`config.mk`:
```
export PLATFORM = sky130hd
export DESIGN_NAME = stream_dword_serializer_flat
export DESIGN_NICKNAME = d
export VERILOG_FILES = /design/src/rtl/stream_dword_serializer_if.sv /design/src/rtl/stream_dword_serializer.sv /design/src/flat_wrapper.sv
export SDC_FILE = /design/constraint.sdc
export NUM_CORES = 1
export LEC_CHECK = 0
export BUFFER_PORTS_ARGS = -buffer_cell sky130_fd_sc_hd__clkbuf_2
export CAP_MARGIN = 25
export CORE_ASPECT_RATIO = 1.2
export CORE_MARGIN = 3
export CORE_UTILIZATION = 55
export CTS_BUF_LIST = sky130_fd_sc_hd__clkbuf_4
export CTS_CLUSTER_DIAMETER = 200
export DETAILED_ROUTE_END_ITERATION = 8
export MAX_ROUTING_LAYER = met4
export PLACE_DENSITY = 0.89
export SYNTH_ARGS = -nofsm -noshare
export SYNTH_HDL_FRONTEND = slang
export SYNTH_SLANG_ARGS = --single-unit
```
`constraint.sdc`:
```
create_clock -name clk -period 3.15 [get_ports clk]
set_input_delay 0.4725 -clock clk [delete_from_list [all_inputs] [get_ports clk]]
set_output_delay 0.4725 -clock clk [all_outputs]
set_load 0.05 [all_outputs]
```
`src/rtl/stream_dword_serializer_if.sv`:
```
// stream_dword_serializer_if
//   Bundles the two handshakes of the dword-to-byte serializer.
//   Upstream dword side:   in_valid, in_ready, in_data[31:0], in_bytes[2:0], in_last
//   Downstream byte side:  stream_in_valid, stream_in_ready, stream_in_data[7:0],
//                          stream_in_last
//   slave  : the serializer (sinks dwords, sources bytes)
//   master : the environment (sources dwords, sinks bytes)
interface stream_dword_serializer_if;
  logic        in_valid;
  logic        in_ready;
  logic [31:0] in_data;
  logic [2:0]  in_bytes;
  logic        in_last;
  logic        stream_in_valid;
  logic        stream_in_ready;
  logic [7:0]  stream_in_data;
  logic        stream_in_last;

  modport slave (
    input  in_valid, in_data, in_bytes, in_last, stream_in_ready,
    output in_ready, stream_in_valid, stream_in_data, stream_in_last
  );

  modport master (
    output in_valid, in_data, in_bytes, in_last, stream_in_ready,
    input  in_ready, stream_in_valid, stream_in_data, stream_in_last
  );
endinterface

```
`src/rtl/stream_dword_serializer.sv`:
```
// stream_dword_serializer
//   Accepts 32-bit dwords carrying 1..4 valid bytes and emits them one byte
//   per handshake, in LSB-first (LSB_FIRST=1) or MSB-first order.
//   Ports:
//     clk, reset  - clock and synchronous active-high reset
//     bus         - dword input / byte output handshakes (slave modport)
//     byte_count  - running count of bytes accepted downstream (wraps)
//     err_len     - sticky flag, set when a dword with in_bytes 0 or >4 arrives
module stream_dword_serializer #(
  parameter int LSB_FIRST = 1,
  parameter int CNT_W     = 16
) (
  input  logic                      clk,
  input  logic                      reset,
  stream_dword_serializer_if.slave  bus,
  output logic [CNT_W-1:0]          byte_count,
  output logic                      err_len
);

  typedef enum logic {IDLE, SHIFT} state_t;

  localparam logic [CNT_W-1:0] CNT_ONE = {{(CNT_W-1){1'b0}}, 1'b1};

  state_t      state_q, state_d;
  logic [31:0] data_q, data_d;
  logic [2:0]  rem_q, rem_d;
  logic        last_q, last_d;
  logic        err_d;

  logic ready_int;
  logic valid_int;
  logic accept;
  logic xfer;
  logic legal;

  // Handshake outputs. in_ready looks only at state, remaining count and the
  // downstream ready so upstream may safely wait on it before raising valid.
  // Reset gates both handshakes combinationally so nothing moves while held.
  always_comb begin
    ready_int = 1'b0;
    if (!reset) begin
      if (state_q == IDLE) ready_int = 1'b1;
      else                 ready_int = (rem_q == 3'd1) && bus.stream_in_ready;
    end
    valid_int = !reset && (state_q == SHIFT);

    bus.in_ready        = ready_int;
    bus.stream_in_valid = valid_int;
    bus.stream_in_data  = (LSB_FIRST != 0) ? data_q[7:0] : data_q[31:24];
    bus.stream_in_last  = valid_int && (rem_q == 3'd1) && last_q;

    accept = bus.in_valid && ready_int;
    xfer   = valid_int && bus.stream_in_ready;
    legal  = (bus.in_bytes >= 3'd1) && (bus.in_bytes <= 3'd4);
  end

  // Next-state logic. A byte transfer shifts the held dword so the current
  // byte always sits at the emitting end. An accept is evaluated after the
  // transfer so the final-byte-plus-reload case overrides the return to IDLE;
  // an illegal dword only raises the error flag and otherwise leaves the
  // transfer's effect in place.
  always_comb begin
    state_d = state_q;
    data_d  = data_q;
    rem_d   = rem_q;
    last_d  = last_q;
    err_d   = err_len;

    if (xfer) begin
      rem_d  = rem_q - 3'd1;
      data_d = (LSB_FIRST != 0) ? {8'h00, data_q[31:8]} : {data_q[23:0], 8'h00};
      if (rem_q == 3'd1) state_d = IDLE;
    end

    if (accept) begin
      if (legal) begin
        state_d = SHIFT;
        data_d  = bus.in_data;
        rem_d   = bus.in_bytes;
        last_d  = bus.in_last;
      end else begin
        err_d = 1'b1;
      end
    end
  end

  // State and datapath registers; reset discards any partially sent dword.
  always_ff @(posedge clk) begin
    if (reset) begin
      state_q    <= IDLE;
      data_q     <= 32'h0;
      rem_q      <= 3'd0;
      last_q     <= 1'b0;
      err_len    <= 1'b0;
      byte_count <= '0;
    end else begin
      state_q <= state_d;
      data_q  <= data_d;
      rem_q   <= rem_d;
      last_q  <= last_d;
      err_len <= err_d;
      if (xfer) byte_count <= byte_count + CNT_ONE;
    end
  end

endmodule

```
`src/flat_wrapper.sv`:
```
// flat-port wrapper written by rule: the top's interface ports become plain ports
module stream_dword_serializer_flat 
#(
  parameter int LSB_FIRST = 1,
  parameter int CNT_W     = 16
)
  (clk, reset, byte_count, err_len, bus_in_valid, bus_in_data, bus_in_bytes, bus_in_last, bus_stream_in_ready, bus_in_ready, bus_stream_in_valid, bus_stream_in_data, bus_stream_in_last);
  stream_dword_serializer_if bus_i ();
  input  logic clk;
  input  logic reset;
  output logic [CNT_W-1:0] byte_count;
  output logic err_len;
  input wire logic [$bits(bus_i.in_valid)-1:0] bus_in_valid;
  input wire logic [$bits(bus_i.in_data)-1:0] bus_in_data;
  input wire logic [$bits(bus_i.in_bytes)-1:0] bus_in_bytes;
  input wire logic [$bits(bus_i.in_last)-1:0] bus_in_last;
  input wire logic [$bits(bus_i.stream_in_ready)-1:0] bus_stream_in_ready;
  output wire logic [$bits(bus_i.in_ready)-1:0] bus_in_ready;
  output wire logic [$bits(bus_i.stream_in_valid)-1:0] bus_stream_in_valid;
  output wire logic [$bits(bus_i.stream_in_data)-1:0] bus_stream_in_data;
  output wire logic [$bits(bus_i.stream_in_last)-1:0] bus_stream_in_last;
  assign bus_i.in_valid = bus_in_valid;
  assign bus_i.in_data = bus_in_data;
  assign bus_i.in_bytes = bus_in_bytes;
  assign bus_i.in_last = bus_in_last;
  assign bus_i.stream_in_ready = bus_stream_in_ready;
  assign bus_in_ready = bus_i.in_ready;
  assign bus_stream_in_valid = bus_i.stream_in_valid;
  assign bus_stream_in_data = bus_i.stream_in_data;
  assign bus_stream_in_last = bus_i.stream_in_last;
  stream_dword_serializer #(.LSB_FIRST(LSB_FIRST), .CNT_W(CNT_W)) u_core (.clk(clk), .reset(reset), .bus(bus_i), .byte_count(byte_count), .err_len(err_len));
endmodule
```
==> flow_summary.toml, run 1 <==
[status]
status = "finished clean"

[clocking]
postCtsSetupBuffers = 0
numCtsBuffers = 5
htreeDepth = 2
cts_root_buf = "clkbuf_4"
clk-insertion-delay-late_ns = 0.37
ctsLongestPathBuffers = 2
cts_tree = "done"
ctsHoldBuffers = 0
cts_sinks = 54
cts_resized = 0
clkSlewWorstSetupHoldPaths_ns = 0.14

[layout]
syn2layout_area_growth_pct = 13.2
antenna_cells = 0
n_fill_cell = 409
drive_gt1_share_pct = 24.4
final_area_um2 = 2850
nNetsFinal = 395

[flow_run]
maxCapViolCount = 0

[yosys]
yosys.cell_count.top_type = "nand2_1"
ys.flop_type = "dfxtp_1"
synthCells = 308
ys_ff_latch = 54
synth_top_area_share_pct = 43.0
synth_top_family_by_area = "simple AND/OR/NAND/NOR gates"
yosys.area.top_type = "dfxtp_1"
yosys.area_share.simple_pct = 26.3
synthXorXnorAreaFrac_pct = 4.18
syn-mean-instance-area_um2 = 8.16
synth_area_um2 = 2510
yosysUniqueCellTypes = 39
ys_warn_count = 0
synth_compound_area_share_pct = 17.7
synth_edf_count = 0
synth_async_sr_flop_share_pct = 0
muxShareOfSynthArea_pct = 0
synth_area_leaders = "dfxtp_1 (43%), nand2_1 (8.7%), a311oi_1 (8.4%), nor3_1 (5.8%), a21oi_1 (3.4%)"
syn-num-nets = 351
synth_common_cells = "nand2_1 (58), dfxtp_1 (54), nor3_1 (29), a311oi_1 (24), clkbuf_1 (22)"
synth_fa_ha_area_share_pct = 1.49
ys_seq_area_share_pct = 43.0

[power_and_ir_drop]
p_switching_w = 0.000342
combinationalPowerShare_pct = 15.1
irDropWorstVdd_v = 0.000256
pwr-share-seq_pct = 60.4
p_leak_nw = 1.07
p_per_area_nw_per_um2 = 424
switching_share_pct = 28.3
p_int_w = 0.000865
p_total_w = 0.00121
clkPwrFrac_pct = 24.5

[floorplanning]
rows = 26
coreArea_um2 = 4330
boundaryPins = 68
die_h_um = 80.1
start_util_pct = 58.1
die-area_um2 = 5420
die_x_um = 67.7

[sta]
slew_headroom_pct = 38.7
period_needed_ns = 2.40
slew_viol_final = 0
tightest_slew_ns = 0.917
max_freq_mhz = 416
setup_viol = 0
rsz0062_at_grt = "no"
fin_setup_tns_ns = 0
hold_violations = 0
period_share_pct = 76.2
skew_ns = 0.00877

[grt]
grtUsageTotal_pct = 22.8
grt_pass1_wl_um = 9430
grt_max_degree = 37
grt_pass1_vias = 2150
antenna_found_initial = 0
grt-ovfl-total = 0

[place]
io_buffers = 67
dp_hpwl_um = 4040
routabilityCongestion = 0.829
post_dp_cell_area_um2 = 2790

[hold_path]
hold_class = "in -> reg"
hp-start = "bus_in_data[25]"

[drt]
firstDrtPassIters = 4
wl_um = 5800
wl_met2_um = 2810
routedWlPerCell_um = 14.2
drc = 0
route.met3.wl_um = 369
wl_met1_um = 2530
highest-signal-layer = "met4"
first_iter_violations = 121
vias = 2368
ant_nets = 0
vias_per_cell = 5.80

[setup_path]
slowest_delay_ns = 0.40
crit_fanout = 13
crit_chain = "ha_1 -> nand3b_1 -> a21o_1 -> inv_1 -> clkbuf_2"
critical_path.endpoint_type = "output pin"
critPathKind = "reg -> out"
slowest_stage = "dfxtp_1"
startpoint_type = "flip-flop"
worstPathRequired_ns = 2.68
r2r-start = "u_core.rem_q[0]$_SDFF_PP0_"
arrival_ns = 1.93
crit_start = "u_core.rem_q[0]$_SDFF_PP0_"
## layout make-up
cell class,count,area (um2),area share [%]
clock buffers,6,45.0,1.58
clock inverters,1,7.51,0.264
inverters,4,15.0,0.527
multi-input cells,214,1250,43.8
flip-flops and latches,54,1080,38.0
well taps,56,70.1,2.46
repair buffers,73,380,13.4
## metrics by stage
stage / instances / setup WS (ns) / hold slack (ns) / utilization (%)
global placement: 401 / 0.804 / 0.456 / 64.6
finish: 408 / 0.749 / 0.321 / 65.8
global route: 408 / 0.538 / 0.333 / 65.8
floorplan: 308 / 0.647 / 0.449 / -
CTS: 408 / 0.757 / 0.314 / 65.8
detailed placement: 401 / 0.686 / 0.463 / 64.6
## metal layers
| layer | vias up | track usage [%] |
|---|---|---|
| met5 | - | - |
| met4 | 0 | 8.92 |
| met3 | 10 | 3.64 |
| met2 | 74 | 35.4 |
| met1 | 1095 | 29.4 |
| li1 | 1189 | - |
## final timing paths
path / end / slack [ns] / cells after the start
worst max-delay path: bus_in_ready / 0.75 / 5
worst min-delay path: u_core.data_q[25]$_SDFF_PP0_ / 0.32 / 3
worst max register to register: u_core.data_q[12]$_SDFF_PP0_ / 0.76 / 6
worst min register to register: u_core.err_len$_SDFFE_PP0P_ / 0.49 / 2
## power by group through the flow
stage                     combinational, W  clock, W  sequential (W)
after floorplan                   0.000129         0        0.000746
after global placement            0.000177         0        0.000744
after detailed placement          0.000181         0        0.000744
after CTS                         0.000182  0.000303        0.000729
after global routing              0.000199  0.000324        0.000733
final                             0.000182  0.000296        0.000730
## cells by family after synthesis
logic type,after synthesis
flops,54
simple gates,137
xor+xnor,12
buf+inv,40
compound gates,62
fa+ha+maj,3
## critical path: cells and delay by family, from the launching register on
kind | cells | cell delay (ns)
compound gates | 1 | 0.21
fa+ha+maj | 1 | 0.18
buf+inv | 2 | 0.63
flops | 1 | 0.40
simple gates | 1 | 0.13
## cells in the final DEF, fill, tap and decap left out, drive strengths merged, types with 2 or more instances in the layout
master,synthesis,final
nand2,58,58
o21ai,5,5
o31ai,2,2
nand4,4,4
clkbuf,22,73
inv,4,4
a211oi,2,2
nor2,11,11
a21oi,17,17
and3,3,3
ha,3,3
nor2b,2,2
xor2,5,5
and4b,2,2
or4,2,2
xnor2,7,7
nor3,29,29
dfxtp,54,54
o211ai,8,8
buf,14,6
a311oi,24,24
nand3,15,15
or3,4,4
## registers in the layout, summed over array words and instances (netlist names)
register and flops:
u_core.state_q 1, u_core.last_q 1, u_core.byte_count 16, u_core.rem_q 3, u_core.err_len 1, u_core.data_q 32
(Power assumes the default switching activity.)
==> inputs of run 2 (changes only) <==
- CORE_UTILIZATION: 55 -> 54
- PLACE_DENSITY: 0.89 -> 0.88
- clock period: 3.15 -> 2.4 ns (I/O delays scaled with it)
==> run 2 against run 1 <==
  * Combinational power grew 35%
  * Register-to-register slack lost 0.27 ns
  * Non-clock buffer count grew 3
  * Critical path depth is the same
  * Power grew 32%
  * Cell area grew 1.3%
  * Sequential share of layout area shrank 0.48 points
  * Worst setup slack lost 0.43 ns
  * Final cell count grew 0.98%
  * First-iteration DRC count grew 69%
==> flow_summary.toml, run 2 (synthesized netlist as in run 1, its figures left out) <==
[setup_path]
critical_path.endpoint_type = "output pin"
worstPathRequired_ns = 2.04
r2r-end = "u_core.byte_count[15]$_SDFFE_PP0P_"
r2r_slack_ns = 0.49
critPathKind = "reg -> out"
arrival_ns = 1.72
startpoint_type = "flip-flop"
r2r-start = "u_core.byte_count[3]$_SDFFE_PP0P_"
reg2reg_depth = 4
crit_fanout = 3

[clocking]
clk-insertion-delay-late_ns = 0.35
cts_tree = "done"
htreeDepth = 2
ctsHoldBuffers = 0
clkSlewWorstSetupHoldPaths_ns = 0.14
postCtsSetupBuffers = 0
cts_sinks = 54
cts_root_buf = "clkbuf_4"
ctsLongestPathBuffers = 2
numCtsBuffers = 5
cts_resized = 0

[grt]
grt_max_degree = 37
grt-ovfl-total = 0
antenna_found_initial = 0
grt_pass1_vias = 2229
grt_pass1_wl_um = 9740
grtUsageTotal_pct = 23.0

[place]
dp_cells = 404
io_buffers = 67
place_ws_ns = 0.381
routabilityCongestion = 0.823
dp_hpwl_um = 4170

[flow_run]
maxCapViolCount = 0

[sta]
setup_viol = 0
period_share_pct = 86.5
period_needed_ns = 2.08
skew_ns = 0.0115
tightest_slew_ns = 0.551
max_freq_mhz = 482
hold_violations = 0
fin_setup_tns_ns = 0
slew_viol_final = 0
slew_headroom_pct = 63.3
rsz0062_at_grt = "no"
worst_slack_ns = 0.323

[drt]
first_iter_violations = 204
vias = 2368
drc = 0
routedWlPerCell_um = 14.0
vias_per_cell = 5.75
wl_um = 5770
firstDrtPassIters = 4
ant_nets = 0

[layout]
largest_reg_flops = 32
drive_gt1_share_pct = 25.0
finish.utilization_pct = 66.1
n_fill_cell = 408
nNetsFinal = 398
syn2layout_area_growth_pct = 14.7
final_cell_mix = "clkbuf_2 (67), nand2_1 (58), dfxtp_1 (54)"
final_cells = 412
antenna_cells = 0
final_common_cell = "clkbuf_2"
regMostFlops = "u_core.data_q"
reg.largest.list = "u_core.data_q: 32 flops, u_core.byte_count: 16 flops, u_core.rem_q: 3 flops"

[floorplanning]
rows = 26
die_h_um = 80.7
coreArea_um2 = 4360
start_util_pct = 57.7
die_x_um = 68.3
boundaryPins = 68
die-area_um2 = 5510

[hold_path]
hp-start = "bus_in_data[31]"
min_to = "u_core.data_q[31]$_SDFF_PP0_"
hold_class = "in -> reg"
min_path_cells = 3

[status]
status = "finished clean"

[power_and_ir_drop]
irDropWorstVdd_v = 0.000367
p_leak_nw = 1.09
p_per_area_nw_per_um2 = 551
## run 2: stage by stage
step | hold slack, ns | area (um2) | total power [W]
2_1_floorplan | 0.449 | 2510 | 0.00115
3_3_place_gp | 0.460 | 2830 | 0.00122
3_5_place_dp | 0.474 | 2830 | 0.00122
4_1_cts | 0.208 | 2880 | 0.00160
5_1_grt | 0.202 | 2880 | 0.00166
6_report | 0.218 | 2880 | 0.00159
## run 2: power by group
group          internal [W]  switching [W]  total [W]
sequential         0.000935      0.0000230   0.000958
clock              0.000122       0.000264   0.000386
combinational     0.0000852       0.000160   0.000245
## run 2: final cells by class
class / instances / area [um2] / area share (%)
clock buffers: 6 / 45.0 / 1.56
flip-flops and latches: 54 / 1080 / 37.5
repair buffers: 76 / 415 / 14.4
clock inverters: 2 / 8.76 / 0.304
inverters: 4 / 15.0 / 0.521
multi-input cells: 214 / 1250 / 43.3
well taps: 56 / 70.1 / 2.43
## run 2: worst max path at each step
stage	startpoint	to	slack, ns	depth (start not counted)
detailed placement	reset	u_core.byte_count[14]$_SDFFE_PP0P_	0.38	5
finish	u_core.rem_q[0]$_SDFF_PP0_	bus_in_ready	0.32	5
global placement	reset	u_core.byte_count[14]$_SDFFE_PP0P_	0.44	5
CTS	u_core.rem_q[0]$_SDFF_PP0_	bus_in_ready	0.31	5
global route	u_core.rem_q[0]$_SDFF_PP0_	bus_in_ready	0.21	5
floorplan	reset	bus_stream_in_last	0.12	3
## run 2: metal layers
metal / GRT usage [%] / share of wire (%) / vias to the layer above
met1: 28.5 / 43 / 1071
met4: 7.36 / 1.5 / 0
met3: 2.63 / 6.3 / 8
met5: - / 0 / -
met2: 38.6 / 49 / 92
li1: - / - / 1197
## run 2: worst max-delay path: stages, from the launching register on
cell and delay, ns:
dfxtp_1 0.41, ha_1 0.19, nand3b_1 0.13, a21o_1 0.23
inv_1 0.11, clkbuf_2 0.29
==> inputs of run 3 (changes only) <==
==> constraint.sdc (replaced) <==
create_clock -name clk -period 2.15 [get_ports clk]
set_input_delay 0.215 -clock clk [delete_from_list [all_inputs] [get_ports clk]]
set_output_delay 0.215 -clock clk [all_outputs]
set_load 0.05 [all_outputs]
==> run 3 against run 2 <==
  * Global-route usage down 0.095 points
  * Power increased by 11%
  * Combinational power up 11%
  * Routed wire length up 0.50%
  * Sequential cell count stayed put
  * Non-clock buffer count increased by 1
  * Sequential power grew 12%
  * Utilization up 0.23 points
  * Count of clock-buffer cells in the layout unchanged
  * Die area unchanged
  * Critical path type unchanged
  * Critical endpoint unchanged
==> flow_summary.toml, run 3 (synthesized netlist as in run 1, its figures left out) <==
[floorplanning]
start_util_pct = 57.7
die-area_um2 = 5510
die_x_um = 68.3
coreArea_um2 = 4360
rows = 26
die_h_um = 80.7
boundaryPins = 68

[power_and_ir_drop]
p_leak_nw = 1.09
pwr-share-seq_pct = 60.6
clkPwrFrac_pct = 24.0
switching_share_pct = 27.8
combinationalPowerShare_pct = 15.4
irDropWorstVdd_v = 0.000370
p_per_area_nw_per_um2 = 611
p_switching_w = 0.000491
p_total_w = 0.00177
p_int_w = 0.00128

[layout]
largest_reg_flops = 32
final_cells = 413
n_fill_cell = 409
regMostFlops = "u_core.data_q"
final_cell_mix = "clkbuf_2 (66), nand2_1 (58), dfxtp_1 (54)"
nNetsFinal = 399
drive_gt1_share_pct = 25.2
multiInputGateArea_um2 = 1250
final_common_cell = "clkbuf_2"
reg.largest.list = "u_core.data_q: 32 flops, u_core.byte_count: 16 flops, u_core.rem_q: 3 flops"
ff_latch_area_um2 = 1080
antenna_cells = 0
syn2layout_area_growth_pct = 15.1

[clocking]
cts_resized = 0
clkSlewWorstSetupHoldPaths_ns = 0.13
cts_root_buf = "clkbuf_4"
ctsLongestPathBuffers = 2
postCtsSetupBuffers = 0
clk-insertion-delay-late_ns = 0.36
numCtsBuffers = 5
cts_sinks = 54
htreeDepth = 2
cts_tree = "done"
ctsHoldBuffers = 0

[setup_path]
r2r_slack_ns = 0.25
crit_fanout = 12
crit_end = "bus_in_ready"
worstPathRequired_ns = 1.93
r2r-end = "u_core.byte_count[13]$_SDFFE_PP0P_"
reg2reg_depth = 4
critical_path.endpoint_type = "output pin"
crit_start = "u_core.rem_q[0]$_SDFF_PP0_"
critPathKind = "reg -> out"
startpoint_type = "flip-flop"
arrival_ns = 1.77
r2r-start = "u_core.byte_count[3]$_SDFFE_PP0P_"

[drt]
ant_nets = 0
firstDrtPassIters = 4
wl_um = 5800
first_iter_violations = 194
vias_per_cell = 5.73
vias = 2367
routedWlPerCell_um = 14.0
drc = 0

[sta]
hold_violations = 0
skew_ns = 0.00655
max_freq_mhz = 505
whs_ns = 0.0721
slew_headroom_pct = 63.7
period_needed_ns = 1.98
fin_setup_tns_ns = 0
period_share_pct = 92.2
setup_viol = 0
slew_viol_final = 0
rsz0062_at_grt = "no"
tightest_slew_ns = 0.544

[status]
status = "finished clean"

[hold_path]
hold_class = "in -> reg"
hp-start = "bus_in_data[24]"

[grt]
grtUsageTotal_pct = 22.9
grt_pass1_vias = 2170
antenna_found_initial = 0
grt_max_degree = 37
grt_pass1_wl_um = 9660
grt-ovfl-total = 0

[place]
dp_hpwl_um = 4150
io_buffers = 67
routabilityCongestion = 0.858
dp_cells = 405

[flow_run]
maxCapViolCount = 0
[run 3: worst max-delay path, cell delays in order, from the launching register on]
cell	delay, ns
dfxtp_1	0.40
ha_1	0.18
nand3b_1	0.12
a21o_1	0.25
inv_1	0.08
buf_4	0.17
buf_4	0.21
[run 3: through the flow]
step	utilization, %	worst slack, ns	area (um2)
2_1_floorplan	-	0.0470	2510
3_3_place_gp	65.1	0.370	2840
3_5_place_dp	65.1	0.304	2840
4_1_cts	66.3	0.0778	2890
5_1_grt	66.4	0.0103	2890
6_report	66.4	0.168	2890
[run 3: cell type report]
type,instances,share of cell area [%]
Timing Repair Buffer,77,14.7
Multi-Input combinational cell,214,43.1
Inverter,4,0.519
Tap cell,56,2.42
Clock buffer,6,1.56
Clock inverter,2,0.303
Sequential cell,54,37.4
[run 3: worst min-delay path by stage]
stage / end / cells past startpoint
2_1_floorplan: u_core.err_len$_SDFFE_PP0P_ / 2
3_3_place_gp: u_core.err_len$_SDFFE_PP0P_ / 2
3_5_place_dp: u_core.data_q[28]$_SDFF_PP0_ / 3
4_1_cts: u_core.data_q[28]$_SDFF_PP0_ / 3
5_1_grt: u_core.data_q[28]$_SDFF_PP0_ / 3
6_report: u_core.data_q[24]$_SDFF_PP0_ / 3
[run 3: power by group through the flow]
stage | sequential [W] | combinational [W] | clock, W
finish | 0.00107 | 0.000272 | 0.000424
global route | 0.00107 | 0.000302 | 0.000472
CTS | 0.00107 | 0.000273 | 0.000434
detailed placement | 0.00109 | 0.000271 | 0
global placement | 0.00109 | 0.000268 | 0
floorplan | 0.00109 | 0.000190 | 0
[run 3: metal layers]
metal / wire length [um] / up-vias / track usage [%]
met4: 82 / 0 / 6.16
met2: 2960 / 79 / 38.8
met5: 0 / - / -
met3: 325 / 9 / 4.15
met1: 2440 / 1079 / 27.6
li1: - / 1200 / -
